## config.mk

```make
export PLATFORM = sky130hd
export DESIGN_NAME = bubble_sort_ctrl
export DESIGN_NICKNAME = d
export VERILOG_FILES = /design/src/rtl/bubble_sort_ctrl.sv
export SDC_FILE = /design/constraint.sdc
export NUM_CORES = 1
export LEC_CHECK = 0
export ABC_CLOCK_PERIOD_IN_PS = 3330
export BUFFER_PORTS_ARGS = -buffer_cell sky130_fd_sc_hd__buf_4
export CORE_MARGIN = 8
export CORE_UTILIZATION = 42
export CTS_CLUSTER_DIAMETER = 200
export DETAILED_ROUTE_END_ITERATION = 8
export PLACE_DENSITY_LB_ADDON = 0.1
export SETUP_SLACK_MARGIN = 0.02
export SLEW_MARGIN = 20
export SYNTH_ARGS = -nofsm -noshare
export SYNTH_HDL_FRONTEND = slang
export SYNTH_SLANG_ARGS = --single-unit
```

## constraint.sdc

```tcl
create_clock -name clk -period 3.33 [get_ports clk]
set_input_delay 0.333 -clock clk [delete_from_list [all_inputs] [get_ports clk]]
set_output_delay 0.333 -clock clk [all_outputs]
set_load 0.01 [all_outputs]
```

## src/rtl/bubble_sort_ctrl.sv

```systemverilog
// Streaming bubble sorter: loads N elements, sorts them with one compare-swap
// per cycle, then unloads in ascending order. Define SORT_EARLY_EXIT_EN to end early on a swap-free pass.
//
// state    | meaning
// ---------+-------------------------------------------------------------
// S_LOAD   | accepting elements into mem at ld_cnt, in_ready high
// S_SORT   | one compare-swap of mem[j], mem[j+1] per cycle, busy high
// S_UNLOAD | presenting mem[k] with out_valid until accepted downstream
module bubble_sort_ctrl #(
  parameter int N     = 5,
  parameter int WIDTH = 8
) (
  input  logic             clk,
  input  logic             rst_n,
  input  logic             in_valid,
  output logic             in_ready,
  input  logic [WIDTH-1:0] in_data,
  output logic             out_valid,
  input  logic             out_ready,
  output logic [WIDTH-1:0] out_data,
  output logic             out_last,
  output logic             busy
);

  localparam int CW = $clog2(N) + 1;
  localparam int IW = $clog2(N);
  localparam logic [CW-1:0] LAST_EL   = CW'(N - 1);
  localparam logic [CW-1:0] LAST_PASS = CW'(N - 2);

  typedef enum logic [1:0] {
    S_LOAD,
    S_SORT,
    S_UNLOAD
  } state_e;

  state_e            state_q, state_d;
  logic [CW-1:0]     ld_cnt_q, ld_cnt_d;
  logic [CW-1:0]     i_q, i_d;
  logic [CW-1:0]     j_q, j_d;
  logic [CW-1:0]     k_q, k_d;
  logic [WIDTH-1:0]  mem_q [N];
  logic [WIDTH-1:0]  mem_d [N];

  logic [IW-1:0]     ld_idx, j_idx, jn_idx, k_idx;
  logic [WIDTH-1:0]  elem_a, elem_b;
  logic [CW-1:0]     j_end;
  logic              swap;
  logic              sort_done;

  assign ld_idx = ld_cnt_q[IW-1:0];
  assign j_idx  = j_q[IW-1:0];
  assign jn_idx = j_idx + IW'(1);
  assign k_idx  = k_q[IW-1:0];
  assign elem_a = mem_q[j_idx];
  assign elem_b = mem_q[jn_idx];
  // Strict compare keeps equal elements in place.
  assign swap   = elem_a > elem_b;
  assign j_end  = LAST_PASS - i_q;

`ifdef SORT_EARLY_EXIT_EN
  logic swapped_q, swapped_d;

  // A pass with no swaps (including the compare in flight) means sorted.
  assign sort_done = (i_q == LAST_PASS) || !(swapped_q || swap);

  always_ff @(posedge clk) begin
    if (!rst_n) begin
      swapped_q <= 1'b0;
    end else begin
      swapped_q <= swapped_d;
    end
  end

  always_comb begin
    swapped_d = 1'b0;
    if (state_q == S_SORT && j_q != j_end) begin
      swapped_d = swapped_q || swap;
    end
  end
`else
  assign sort_done = (i_q == LAST_PASS);
`endif

  always_ff @(posedge clk) begin
    if (!rst_n) begin
      state_q  <= S_LOAD;
      ld_cnt_q <= '0;
      i_q      <= '0;
      j_q      <= '0;
      k_q      <= '0;
      for (int n = 0; n < N; n++) begin
        mem_q[n] <= '0;
      end
    end else begin
      state_q  <= state_d;
      ld_cnt_q <= ld_cnt_d;
      i_q      <= i_d;
      j_q      <= j_d;
      k_q      <= k_d;
      mem_q    <= mem_d;
    end
  end

  always_comb begin
    state_d   = state_q;
    ld_cnt_d  = ld_cnt_q;
    i_d       = i_q;
    j_d       = j_q;
    k_d       = k_q;
    mem_d     = mem_q;
    in_ready  = 1'b0;
    out_valid = 1'b0;
    out_data  = '0;
    out_last  = 1'b0;
    busy      = 1'b0;

    unique case (state_q)
      S_LOAD: begin
        in_ready = 1'b1;
        if (in_valid) begin
          mem_d[ld_idx] = in_data;
          if (ld_cnt_q == LAST_EL) begin
            state_d  = S_SORT;
            ld_cnt_d = '0;
            i_d      = '0;
            j_d      = '0;
          end else begin
            ld_cnt_d = ld_cnt_q + CW'(1);
          end
        end
      end

      S_SORT: begin
        busy = 1'b1;
        if (swap) begin
          mem_d[j_idx]  = elem_b;
          mem_d[jn_idx] = elem_a;
        end
        if (j_q == j_end) begin
          j_d = '0;
          if (sort_done) begin
            state_d = S_UNLOAD;
            i_d     = '0;
            k_d     = '0;
          end else begin
            i_d = i_q + CW'(1);
          end
        end else begin
          j_d = j_q + CW'(1);
        end
      end

      S_UNLOAD: begin
        out_valid = 1'b1;
        out_data  = mem_q[k_idx];
        out_last  = (k_q == LAST_EL);
        if (out_ready) begin
          if (k_q == LAST_EL) begin
            state_d  = S_LOAD;
            ld_cnt_d = '0;
            i_d      = '0;
            j_d      = '0;
            k_d      = '0;
          end else begin
            k_d = k_q + CW'(1);
          end
        end
      end

      default: begin
        state_d = S_LOAD;
      end
    endcase
  end

endmodule
```

==> impl_metrics.env, run 1 <==
export IMPL_initial_core_util_pct=43.3
export IMPL_place_ws_ns=-0.219
export IMPL_numClockSinks=58
export IMPL_crit_path_end_kind="register"
export IMPL_startpoint_type="register"
export IMPL_switching_share_pct=41.5
export IMPL_rsz0062_at_grt="yes"
export IMPL_synth_fa_ha_area_share_pct=3.96
export IMPL_fin_crit_ns=3.29
export IMPL_report_final_slew_viol_count=0
export IMPL_ios=24
export IMPL_hold_violations=0
export IMPL_cp_required_ns=3.56
export IMPL_synth_edf_count=0
export IMPL_finalCritPeriodShare_pct=98.7
export IMPL_p_clk_share_pct=20.5
export IMPL_cts_tree="done"
export IMPL_crit_fanout=6
export IMPL_synth_xor_area_share_pct=1.51
export IMPL_crit_path_top_delay_cell="dfxtp_4"
export IMPL_place_congestion=1.03
export IMPL_p_per_area_nw_per_um2=647
export IMPL_synth_cell_type_count=67
export IMPL_syn_area_um2=4740
export IMPL_antenna_found_initial=0
export IMPL_grt_pass1_wl_um=30700
export IMPL_relSlewSlack_pct=28.2
export IMPL_synth_fp_nets=634
export IMPL_status="completed"
export IMPL_yosys_area_top_type_share_pct=24.5
export IMPL_clk_latency_ns=0.34
export IMPL_synth_warnings=0
export IMPL_fp_coreArea_um2=10900
export IMPL_drive_gt1_share_pct=30.9
export IMPL_cp_depth=15
export IMPL_path_delay_family="compound AO/OA/AOI/OAI gates"
export IMPL_timing_fmax_mhz=304
export IMPL_drt_wl_total_um=20700
export IMPL_synth_top_family_by_area="compound AO/OA/AOI/OAI gates"
export IMPL_antenna_cells=0
export IMPL_first_pass_iters=8
export IMPL_worst_path_largest_cell_delay_ns=0.36
export IMPL_fin_nets=713
export IMPL_fillers=1032
export IMPL_cts_max_level=3
export IMPL_drtIter0Drc=793
export IMPL_yosysTopAreaCell="dfxtp_1"
export IMPL_clock_path_buffers=2
export IMPL_worst_slew_pin_transition_ns=1.08
export IMPL_fp_dieH_um=122
export IMPL_reg2reg_slack_ns=0.04
export IMPL_ir_drop_uv=536
export IMPL_ys_seq_area_share_pct=24.5
export IMPL_drc=0
export IMPL_setup_viol=0
export IMPL_worstPathCellList="ha_4 -> buf_6 -> xor2_4 -> buf_4 -> nor2_4 -> o2bb2ai_2 -> a21oi_1 -> ha_1 -> a211oi_2 -> o21ai_1 -> o21a_2 -> clkbuf_16 -> and2_4 -> buf_6 -> a311oi_1"
export IMPL_layout_commonest_cell="buf_4"
export IMPL_cts_buffers=9
export IMPL_internal_power_mw=2.34
export IMPL_cts_root_buf="clkbuf_16"
export IMPL_dieArea_um2=14900
export IMPL_fin_skew_ns=0.00366
export IMPL_leakage_nw=2.14
export IMPL_grt_overflow_total=0
export IMPL_grt_max_degree=54
export IMPL_synth_area_leaders="dfxtp_1, a21oi_1, nand2_1"
export IMPL_grt_usage_pct=26.8
export IMPL_cap_viol_max_count=0
export IMPL_synthArstFlopShare_pct=0
export IMPL_p_comb_share_pct=55.6
export IMPL_synthMuxAreaShare_pct=10.3
export IMPL_synth_seq_cells=58
export IMPL_synth_compound_area_share_pct=29.6
export IMPL_wire_per_inst_um=25.0
export IMPL_vias=5681
export IMPL_viasPerCell=6.84
export IMPL_place_port_buffers=23
export IMPL_grt_pass1_vias=5321
export IMPL_synth_cells=607
export IMPL_hpwlAfterDp_um=14300
export IMPL_cts_hold_buf=0
export IMPL_layout_common_cells="buf_4, a21oi_1, nand2_1"
export IMPL_finalWorstSetupSlack_ns=0.0435
export IMPL_cp_common_cell="buf_6"
export IMPL_seq_power_share_pct=23.9
export IMPL_synth_simple_gate_area_share_pct=23.7
export IMPL_hold_path_class="primary input to register"
export IMPL_final_core_util_pct=56.6
export IMPL_holdPathStages=3
export IMPL_syn_avg_cell_area_um2=7.81
export IMPL_layout_area_overhead_vs_synth_pct=30.7
export IMPL_die_w_um=122
export IMPL_switchingPower_mw=1.66
export IMPL_antenna_left=0
export IMPL_reg2regPathDepth=15
export IMPL_yosys_most_used_dff="dfxtp_1"
export IMPL_clk_pin_slew_ns=0.05
export IMPL_path_class="register to register"
export IMPL_fp_row_count=38
export IMPL_worstPathArrival_ns=3.52
export IMPL_cp_buffers_inverters=4
cell usage after synthesis (all sizes together) (15+ instances only):
cell / n
a211oi: 21
a21oi: 66
a22oi: 23
a311oi: 18
buf: 28
dfxtp: 58
ha: 15
inv: 17
mux2i: 16
nand2: 61
nand3: 21
nor2: 63
nor3: 38
o21ai: 17
o22ai: 17
repair_timing:
item,4_1_cts,5_1_grt
gates resized for setup,9,71
setup endpoints to repair,40,40
pin swaps,4,38
buffers inserted,1,20
cloned,1,2
endpoints found under the hold margin,0,0
logic make-up after synthesis:
kind of cell | Yosys count
xor gates and xnor gates | 6
adders and majority gates | 15
muxes | 37
and+or+nand+nor | 228
AOI/OAI and AO/OA | 203
buffers and inverters | 60
DFF | 58
worst register-to-register path: stages, from the launching register on:
cell and delay [ns]:
dfxtp_4 0.36, ha_4 0.16, buf_6 0.12, xor2_4 0.28, buf_4 0.19, nor2_4 0.04
o2bb2ai_2 0.13, a21oi_1 0.21, ha_1 0.31, a211oi_2 0.23, o21ai_1 0.15, o21a_2 0.28
clkbuf_16 0.18, and2_4 0.17, buf_6 0.12, a311oi_1 0.24
per-stage QoR:
step	instance area [um2]	hold WS, ns	setup TNS, ns	total power [mW]	cells
3_5_place_dp	5400	0.481	-5.15	2.65	795
2_1_floorplan	4740	0.455	0	1.96	607
3_3_place_gp	5400	0.476	-2.02	2.65	795
6_report	6190	0.299	0	4.00	830
4_1_cts	5720	0.288	0	3.62	812
5_1_grt	6190	0.302	-1.40	4.17	830
metal layers:
layer / track usage, % / up-vias / routed length, um
met2: 40.0 / 431 / 8880
met3: 8.59 / 112 / 2580
met1: 33.4 / 2664 / 7940
met5: 0 / - / 0
li1: - / 2474 / -
met4: 15.5 / 0 / 1310
worst paths after layout:
check | start | end
setup / recovery | j_q[0]$_SDFFE_PN0P_ | mem_q[34]$_SDFFE_PN0P_
setup reg to reg | j_q[0]$_SDFFE_PN0P_ | mem_q[34]$_SDFFE_PN0P_
hold reg to reg | i_q[3]$_SDFFE_PN0P_ | i_q[3]$_SDFFE_PN0P_
hold / removal | in_data[0] | mem_q[0]$_SDFFE_PN0P_
power by group through the flow:
stage | sequential, mW | clock (mW) | combinational (mW)
after global placement | 0.955 | 0 | 1.70
final | 0.957 | 0.821 | 2.23
after detailed placement | 0.951 | 0 | 1.70
after global routing | 0.962 | 0.860 | 2.34
after floorplan | 0.889 | 0 | 1.07
after CTS | 0.939 | 0.834 | 1.85
cell type report:
cell class / instances / area (um2) / share of cell area (%)
tap: 140 / 175 / 2.83
timing repair buffer: 109 / 971 / 15.7
clock buffer: 15 / 248 / 4.00
multi-input combinational: 489 / 3550 / 57.3
sequential: 58 / 1170 / 18.9
inverter: 19 / 77.6 / 1.25
state kept, by name, indices dropped and copies added, names as in the netlist:
signal / count
i_q: 4
state_q: 2
mem_q: 40
k_q: 4
ld_cnt_q: 4
j_q: 4
Note: power is estimated with default switching activity, not from simulation.
==> inputs of run 2 (changes only) <==
--- a/config.mk
+++ b/config.mk
@@ -12,7 +12,7 @@
 export CTS_CLUSTER_DIAMETER = 200
 export DETAILED_ROUTE_END_ITERATION = 8
 export PLACE_DENSITY_LB_ADDON = 0.1
-export SETUP_SLACK_MARGIN = 0.02
+export SETUP_SLACK_MARGIN = 0.3
 export SLEW_MARGIN = 20
 export SYNTH_ARGS = -nofsm -noshare
 export SYNTH_HDL_FRONTEND = slang
==> run 2 against run 1 <==
The flow now finishes with violations (capacitance limit). Design area increased by 0.57%. Clock power increased by 36%. Routed wire length about the same. Global-route usage increased by 0.70 points. Largest cell class unchanged. Highest routed layer unchanged. Critical path depth unchanged. Cell count decreased by 1.7%. Non-clock buffer count decreased by 15. Clock-buffer cell count decreased by 3.
==> impl_metrics.env, run 2 (same netlist as run 1, synthesis figures left out) <==
export IMPL_grt_max_degree=54
export IMPL_status="complete, but fails checks"
export IMPL_max_flop_register="mem_q"
export IMPL_setup_tns_ns=0
export IMPL_ir_drop_uv=547
export IMPL_r2r_end="mem_q[35]$_SDFFE_PN0P_"
export IMPL_die_w_um=122
export IMPL_cap_viol_max_count=1
export IMPL_vias=5664
export IMPL_clk_latency_ns=0.34
export IMPL_cp_buffers_inverters=3
export IMPL_p_per_area_nw_per_um2=684
export IMPL_antenna_cells=0
export IMPL_drtIter0Drc=948
export IMPL_hold_violations=0
export IMPL_dp_cells=783
export IMPL_fin_cells=816
export IMPL_cts_hold_buf=0
export IMPL_final_area_um2=6230
export IMPL_viasPerCell=6.94
export IMPL_rsz0062_at_grt="yes"
export IMPL_worst_path_largest_cell_delay_ns=0.36
export IMPL_finalWorstSetupSlack_ns=0.160
export IMPL_fp_dieH_um=122
export IMPL_grt_pass1_wl_um=31500
export IMPL_layout_commonest_cell="buf_4"
export IMPL_postPlaceCellArea_um2=5340
export IMPL_fin_crit_ns=3.17
export IMPL_antenna_found_initial=0
export IMPL_hpwlAfterDp_um=14300
export IMPL_reg2regPathDepth=15
export IMPL_cp_depth=15
export IMPL_antenna_left=0
export IMPL_p_clk_share_pct=26.3
export IMPL_layout_common_cells="buf_4, a21oi_1, nand2_1"
export IMPL_fin_nets=698
export IMPL_reg2reg_slack_ns=0.16
export IMPL_drc=0
export IMPL_cts_buffers=9
export IMPL_cts_tree="done"
export IMPL_startpoint_type="register"
export IMPL_holdPathEnd="mem_q[0]$_SDFFE_PN0P_"
export IMPL_drt_wl_total_um=20700
export IMPL_place_congestion=1.03
export IMPL_wire_per_inst_um=25.4
export IMPL_ios=24
export IMPL_crit_path_top_delay_cell="dfxtp_4"
export IMPL_finalCritPeriodShare_pct=95.2
export IMPL_place_ws_ns=-0.115
export IMPL_clock_path_buffers=2
export IMPL_numClockSinks=58
export IMPL_fin_skew_ns=0.00746
export IMPL_initial_core_util_pct=43.3
export IMPL_switching_share_pct=39.8
export IMPL_grt_pass1_vias=5248
export IMPL_r2r_start="j_q[1]$_SDFFE_PN0P_"
export IMPL_crit_path_end_kind="register"
export IMPL_path_class="register to register"
export IMPL_min_from="in_data[0]"
export IMPL_cts_max_level=3
export IMPL_report_final_slew_viol_count=0
export IMPL_cp_required_ns=3.57
export IMPL_place_port_buffers=23
export IMPL_fp_coreArea_um2=10900
export IMPL_cp_common_cell="buf_6"
export IMPL_internal_power_mw=2.56
export IMPL_path_delay_family="compound AO/OA/AOI/OAI gates"
export IMPL_layout_area_overhead_vs_synth_pct=31.4
export IMPL_leakage_nw=2.13
export IMPL_fillers=1025
export IMPL_failed_checks="capacitance limit"
export IMPL_p_comb_share_pct=51.4
export IMPL_fp_row_count=38
export IMPL_largest_reg_flops=40
export IMPL_hold_path_class="primary input to register"
export IMPL_cts_root_buf="clkbuf_16"
export IMPL_clk_pin_slew_ns=0.05
export IMPL_first_pass_iters=6
export IMPL_holdPathStages=3
export IMPL_setup_viol=0
export IMPL_switchingPower_mw=1.70
export IMPL_worst_slew_pin_transition_ns=1.46
export IMPL_timing_fmax_mhz=315
export IMPL_grt_overflow_total=0
export IMPL_seq_power_share_pct=22.4
export IMPL_dieArea_um2=14900
export IMPL_drive_gt1_share_pct=30.2
export IMPL_worstPathArrival_ns=3.41
export IMPL_crit_fanout=10
export IMPL_grt_usage_pct=27.5
export IMPL_worstPathCellList="ha_4 -> xnor2_2 -> buf_12 -> nor3_2 -> a211oi_2 -> a21boi_2 -> ha_1 -> nor2b_1 -> o211ai_1 -> a21oi_2 -> o21a_2 -> buf_6 -> and2_4 -> buf_6 -> a311oi_2"
export IMPL_final_core_util_pct=56.9
export IMPL_relSlewSlack_pct=1.89
run 2: cell types whose count changed in the layout (fill, tap and decap cells not counted), moves of 3 or more:
cell | before | now
bufinv_16 | 0 | 3
buf_4 | 85 | 74
buf_6 | 18 | 10
clkbuf_1 | 6 | 1
nor3_2 | 11 | 7
buf_12 | 4 | 7
inv_1 | 10 | 13
nor3_4 | 3 | 7
run 2: what timing repair did:
| action | in CTS | in global routing |
|---|---|---|
| gates resized for setup | 40 | 29 |
| setup buffers | 8 | 6 |
| cloned | 2 | 1 |
| setup endpoints to repair | 40 | 40 |
| pin swaps | 21 | 25 |
run 2: per-stage QoR:
step           hold WS (ns)  total power, mW
6_report              0.298             4.26
5_1_grt               0.301             4.43
4_1_cts               0.291             3.89
3_5_place_dp          0.479             2.59
3_3_place_gp          0.476             2.60
2_1_floorplan         0.455             1.97
run 2: how the worst max path moves through the flow:
stage	from	to	slack, ns
global route	j_q[1]$_SDFFE_PN0P_	mem_q[36]$_SDFFE_PN0P_	0.04
global placement	j_q[1]$_SDFFE_PN0P_	mem_q[0]$_SDFFE_PN0P_	-0.03
CTS	j_q[1]$_SDFFE_PN0P_	mem_q[10]$_SDFFE_PN0P_	0.25
detailed placement	j_q[1]$_SDFFE_PN0P_	mem_q[3]$_SDFFE_PN0P_	-0.12
floorplan	j_q[0]$_SDFFE_PN0P_	mem_q[28]$_SDFFE_PN0P_	0.30
finish	j_q[1]$_SDFFE_PN0P_	mem_q[35]$_SDFFE_PN0P_	0.16
run 2: worst reg2reg max path, delay by kind of cell, from the launching register on:
kind                     cells  cell delay (ns)
AO/OA/AOI/OAI                6             1.24
adder cells (fa/ha/maj)      2             0.45
buffers and inverters        3             0.45
AND/OR/NAND/NOR              3             0.38
flip-flops                   1             0.36
XOR/XNOR                     1             0.18
run 2: cell type report:
class	instances	area (um2)	area share, %
Inverter	19	73.8	1.19
Tap cell	140	175	2.81
Clock buffer	12	256	4.12
Clock inverter	4	97.6	1.57
Multi-Input combinational cell	489	3580	57.5
Sequential cell	58	1170	18.8
Timing Repair Buffer	94	871	14.0
run 2: power groups by stage:
stage	combinational (mW)	clock (mW)	sequential (mW)
after floorplan	1.08	0	0.889
after global placement	1.65	0	0.949
after detailed placement	1.64	0	0.947
after CTS	1.81	1.13	0.938
after global routing	2.32	1.16	0.959
final	2.19	1.12	0.952
run 2: metal layers:
layer	track usage, %	part of all wire [%]
met5	0	0
met4	11.8	4.2
met3	5.60	12
met2	42.7	44
met1	36.3	40
==> inputs of run 3 (changes only) <==
--- a/config.mk
+++ b/config.mk
@@ -7,6 +7,7 @@
 export LEC_CHECK = 0
 export ABC_CLOCK_PERIOD_IN_PS = 3330
 export BUFFER_PORTS_ARGS = -buffer_cell sky130_fd_sc_hd__buf_4
+export CORE_ASPECT_RATIO = 0.5
 export CORE_MARGIN = 8
 export CORE_UTILIZATION = 42
 export CTS_CLUSTER_DIAMETER = 200
==> run 3 against run 2 <==
The flow now finishes without violations. Worst setup slack improved by 0.025 ns. Die area increased by 1.4%. Design area decreased by 0.82%. Hold slack got worse by 0.017 ns. Register-to-register slack improved by 0.03 ns. First-iteration DRC count decreased by 37%. Non-clock buffer count increased by 16. Via count decreased by 2.1%. Combinational power decreased by 4%. Sequential cell count unchanged. Global-route usage decreased by 0.95 points. Routed wire length decreased by 0.95%. Largest cell class unchanged.
==> impl_metrics.env, run 3 (same netlist as run 1, synthesis figures left out) <==
export IMPL_status="completed"
export IMPL_switchingPower_mw=1.64
export IMPL_worst_path_largest_cell_delay_ns=0.37
export IMPL_wire_per_inst_um=24.5
export IMPL_finalWorstSetupSlack_ns=0.185
export IMPL_final_area_um2=6180
export IMPL_timing_fmax_mhz=318
export IMPL_antenna_left=0
export IMPL_grt_pass1_wl_um=31300
export IMPL_p_clk_share_pct=24.3
export IMPL_finalCritPeriodShare_pct=94.4
export IMPL_max_flop_register="mem_q"
export IMPL_cp_required_ns=3.57
export IMPL_largest_reg_flops=40
export IMPL_drc=0
export IMPL_die_w_um=166
export IMPL_path_delay_family="compound AO/OA/AOI/OAI gates"
export IMPL_fillers=1003
export IMPL_fin_hold_ws_ns=0.281
export IMPL_internal_power_mw=2.39
export IMPL_total_power_mw=4.03
export IMPL_leakage_nw=2.16
export IMPL_p_per_area_nw_per_um2=653
export IMPL_crit_path_end_kind="register"
export IMPL_worst_slew_pin_transition_ns=1.20
export IMPL_hpwlAfterDp_um=14200
export IMPL_ios=24
export IMPL_clk_pin_slew_ns=0.06
export IMPL_relSlewSlack_pct=19.8
export IMPL_path_class="register to register"
export IMPL_hold_path_class="primary input to register"
export IMPL_cp_buffers_inverters=2
export IMPL_grt_max_degree=54
export IMPL_rsz0062_at_grt="yes"
export IMPL_fp_coreArea_um2=11000
export IMPL_dieArea_um2=15100
export IMPL_layout_commonest_cell="buf_4"
export IMPL_p_comb_share_pct=52.3
export IMPL_worstPathCellList="ha_4 -> xor2_4 -> buf_6 -> nor3_1 -> a211oi_2 -> a21boi_2 -> ha_1 -> nand4_1 -> nor2_1 -> a211oi_2 -> o21a_4 -> buf_6 -> a21oi_1 -> a211oi_1"
export IMPL_cap_viol_max_count=0
export IMPL_first_pass_iters=5
export IMPL_antenna_found_initial=0
export IMPL_report_final_slew_viol_count=0
export IMPL_place_port_buffers=23
export IMPL_hold_violations=0
export IMPL_cts_buffers=9
export IMPL_switching_share_pct=40.8
export IMPL_ir_drop_uv=355
export IMPL_final_core_util_pct=56.3
export IMPL_place_ws_ns=-0.0701
export IMPL_cts_hold_buf=0
export IMPL_numClockSinks=58
export IMPL_layout_common_cells="buf_4, a21oi_1, nand2_1"
export IMPL_vias=5543
export IMPL_cts_max_level=3
export IMPL_startpoint_type="register"
export IMPL_grt_overflow_total=0
export IMPL_setup_viol=0
export IMPL_dp_cells=799
export IMPL_fp_row_count=27
export IMPL_seq_power_share_pct=23.4
export IMPL_cts_tree="done"
export IMPL_layout_area_overhead_vs_synth_pct=30.3
export IMPL_setup_tns_ns=0
export IMPL_clk_latency_ns=0.34
export IMPL_crit_fanout=9
export IMPL_drive_gt1_share_pct=29.5
export IMPL_cts_root_buf="clkbuf_16"
export IMPL_drtIter0Drc=597
export IMPL_grt_pass1_vias=5248
export IMPL_place_congestion=0.991
export IMPL_fin_nets=714
export IMPL_viasPerCell=6.62
export IMPL_antenna_cells=0
export IMPL_worstPathArrival_ns=3.38
export IMPL_crit_path_top_delay_cell="dfxtp_4"
export IMPL_drt_wl_total_um=20500
export IMPL_clock_path_buffers=2
export IMPL_fin_cells=837
export IMPL_postPlaceCellArea_um2=5440
export IMPL_fin_skew_ns=0.00623
export IMPL_fin_crit_ns=3.15
export IMPL_fp_dieH_um=91.1
export IMPL_grt_usage_pct=26.5
export IMPL_initial_core_util_pct=43.2
run 3: timing repair:
action	4_1_cts	5_1_grt
buffers inserted	13	8
gates resized for setup	34	17
hold endpoints to repair	0	0
gates cloned	1	0
pin swaps	10	18
setup endpoints to repair	40	40
run 3: power by group through the flow:
stage	combinational [mW]	sequential, mW	clock [mW]
floorplan	1.08	0.889	0
global placement	1.66	0.946	0
detailed placement	1.65	0.944	0
CTS	1.96	0.933	0.984
global route	2.24	0.954	1.01
finish	2.11	0.942	0.979
run 3: layout make-up:
class	instances	area [um2]	area share, %
multi-input combinational	489	3470	56.2
sequential	58	1170	19.0
timing repair buffer	110	972	15.7
clock buffer	12	256	4.15
tap	145	181	2.94
inverter	19	73.8	1.20
clock inverter	4	50.0	0.810
run 3: final timing paths:
kind | slack (ns) | start | cells after the start | endpoint
worst min register to register | 0.50 | i_q[3]$_SDFFE_PN0P_ | 2 | i_q[3]$_SDFFE_PN0P_
worst max register to register | 0.18 | j_q[0]$_SDFFE_PN0P_ | 14 | mem_q[21]$_SDFFE_PN0P_
worst min-delay path | 0.28 | in_data[0] | 3 | mem_q[0]$_SDFFE_PN0P_
worst max-delay path | 0.18 | j_q[0]$_SDFFE_PN0P_ | 14 | mem_q[21]$_SDFFE_PN0P_
run 3: worst reg2reg max path, cell delays in order, from the launching register on:
cell	delay (ns)
dfxtp_4	0.37
ha_4	0.18
xor2_4	0.29
buf_6	0.16
nor3_1	0.05
a211oi_2	0.23
a21boi_2	0.26
ha_1	0.27
nand4_1	0.09
nor2_1	0.06
a211oi_2	0.30
o21a_4	0.28
buf_6	0.17
a21oi_1	0.07
a211oi_1	0.26
run 3: routing by layer:
metal  vias up  global-route usage (%)  share of wire, %
met4         0                    11.9               3.7
li1       2477                       -                 -
met5         -                    1.55                 0
met2       362                    37.6                40
met3        74                    9.20                13
met1      2630                    35.5                43
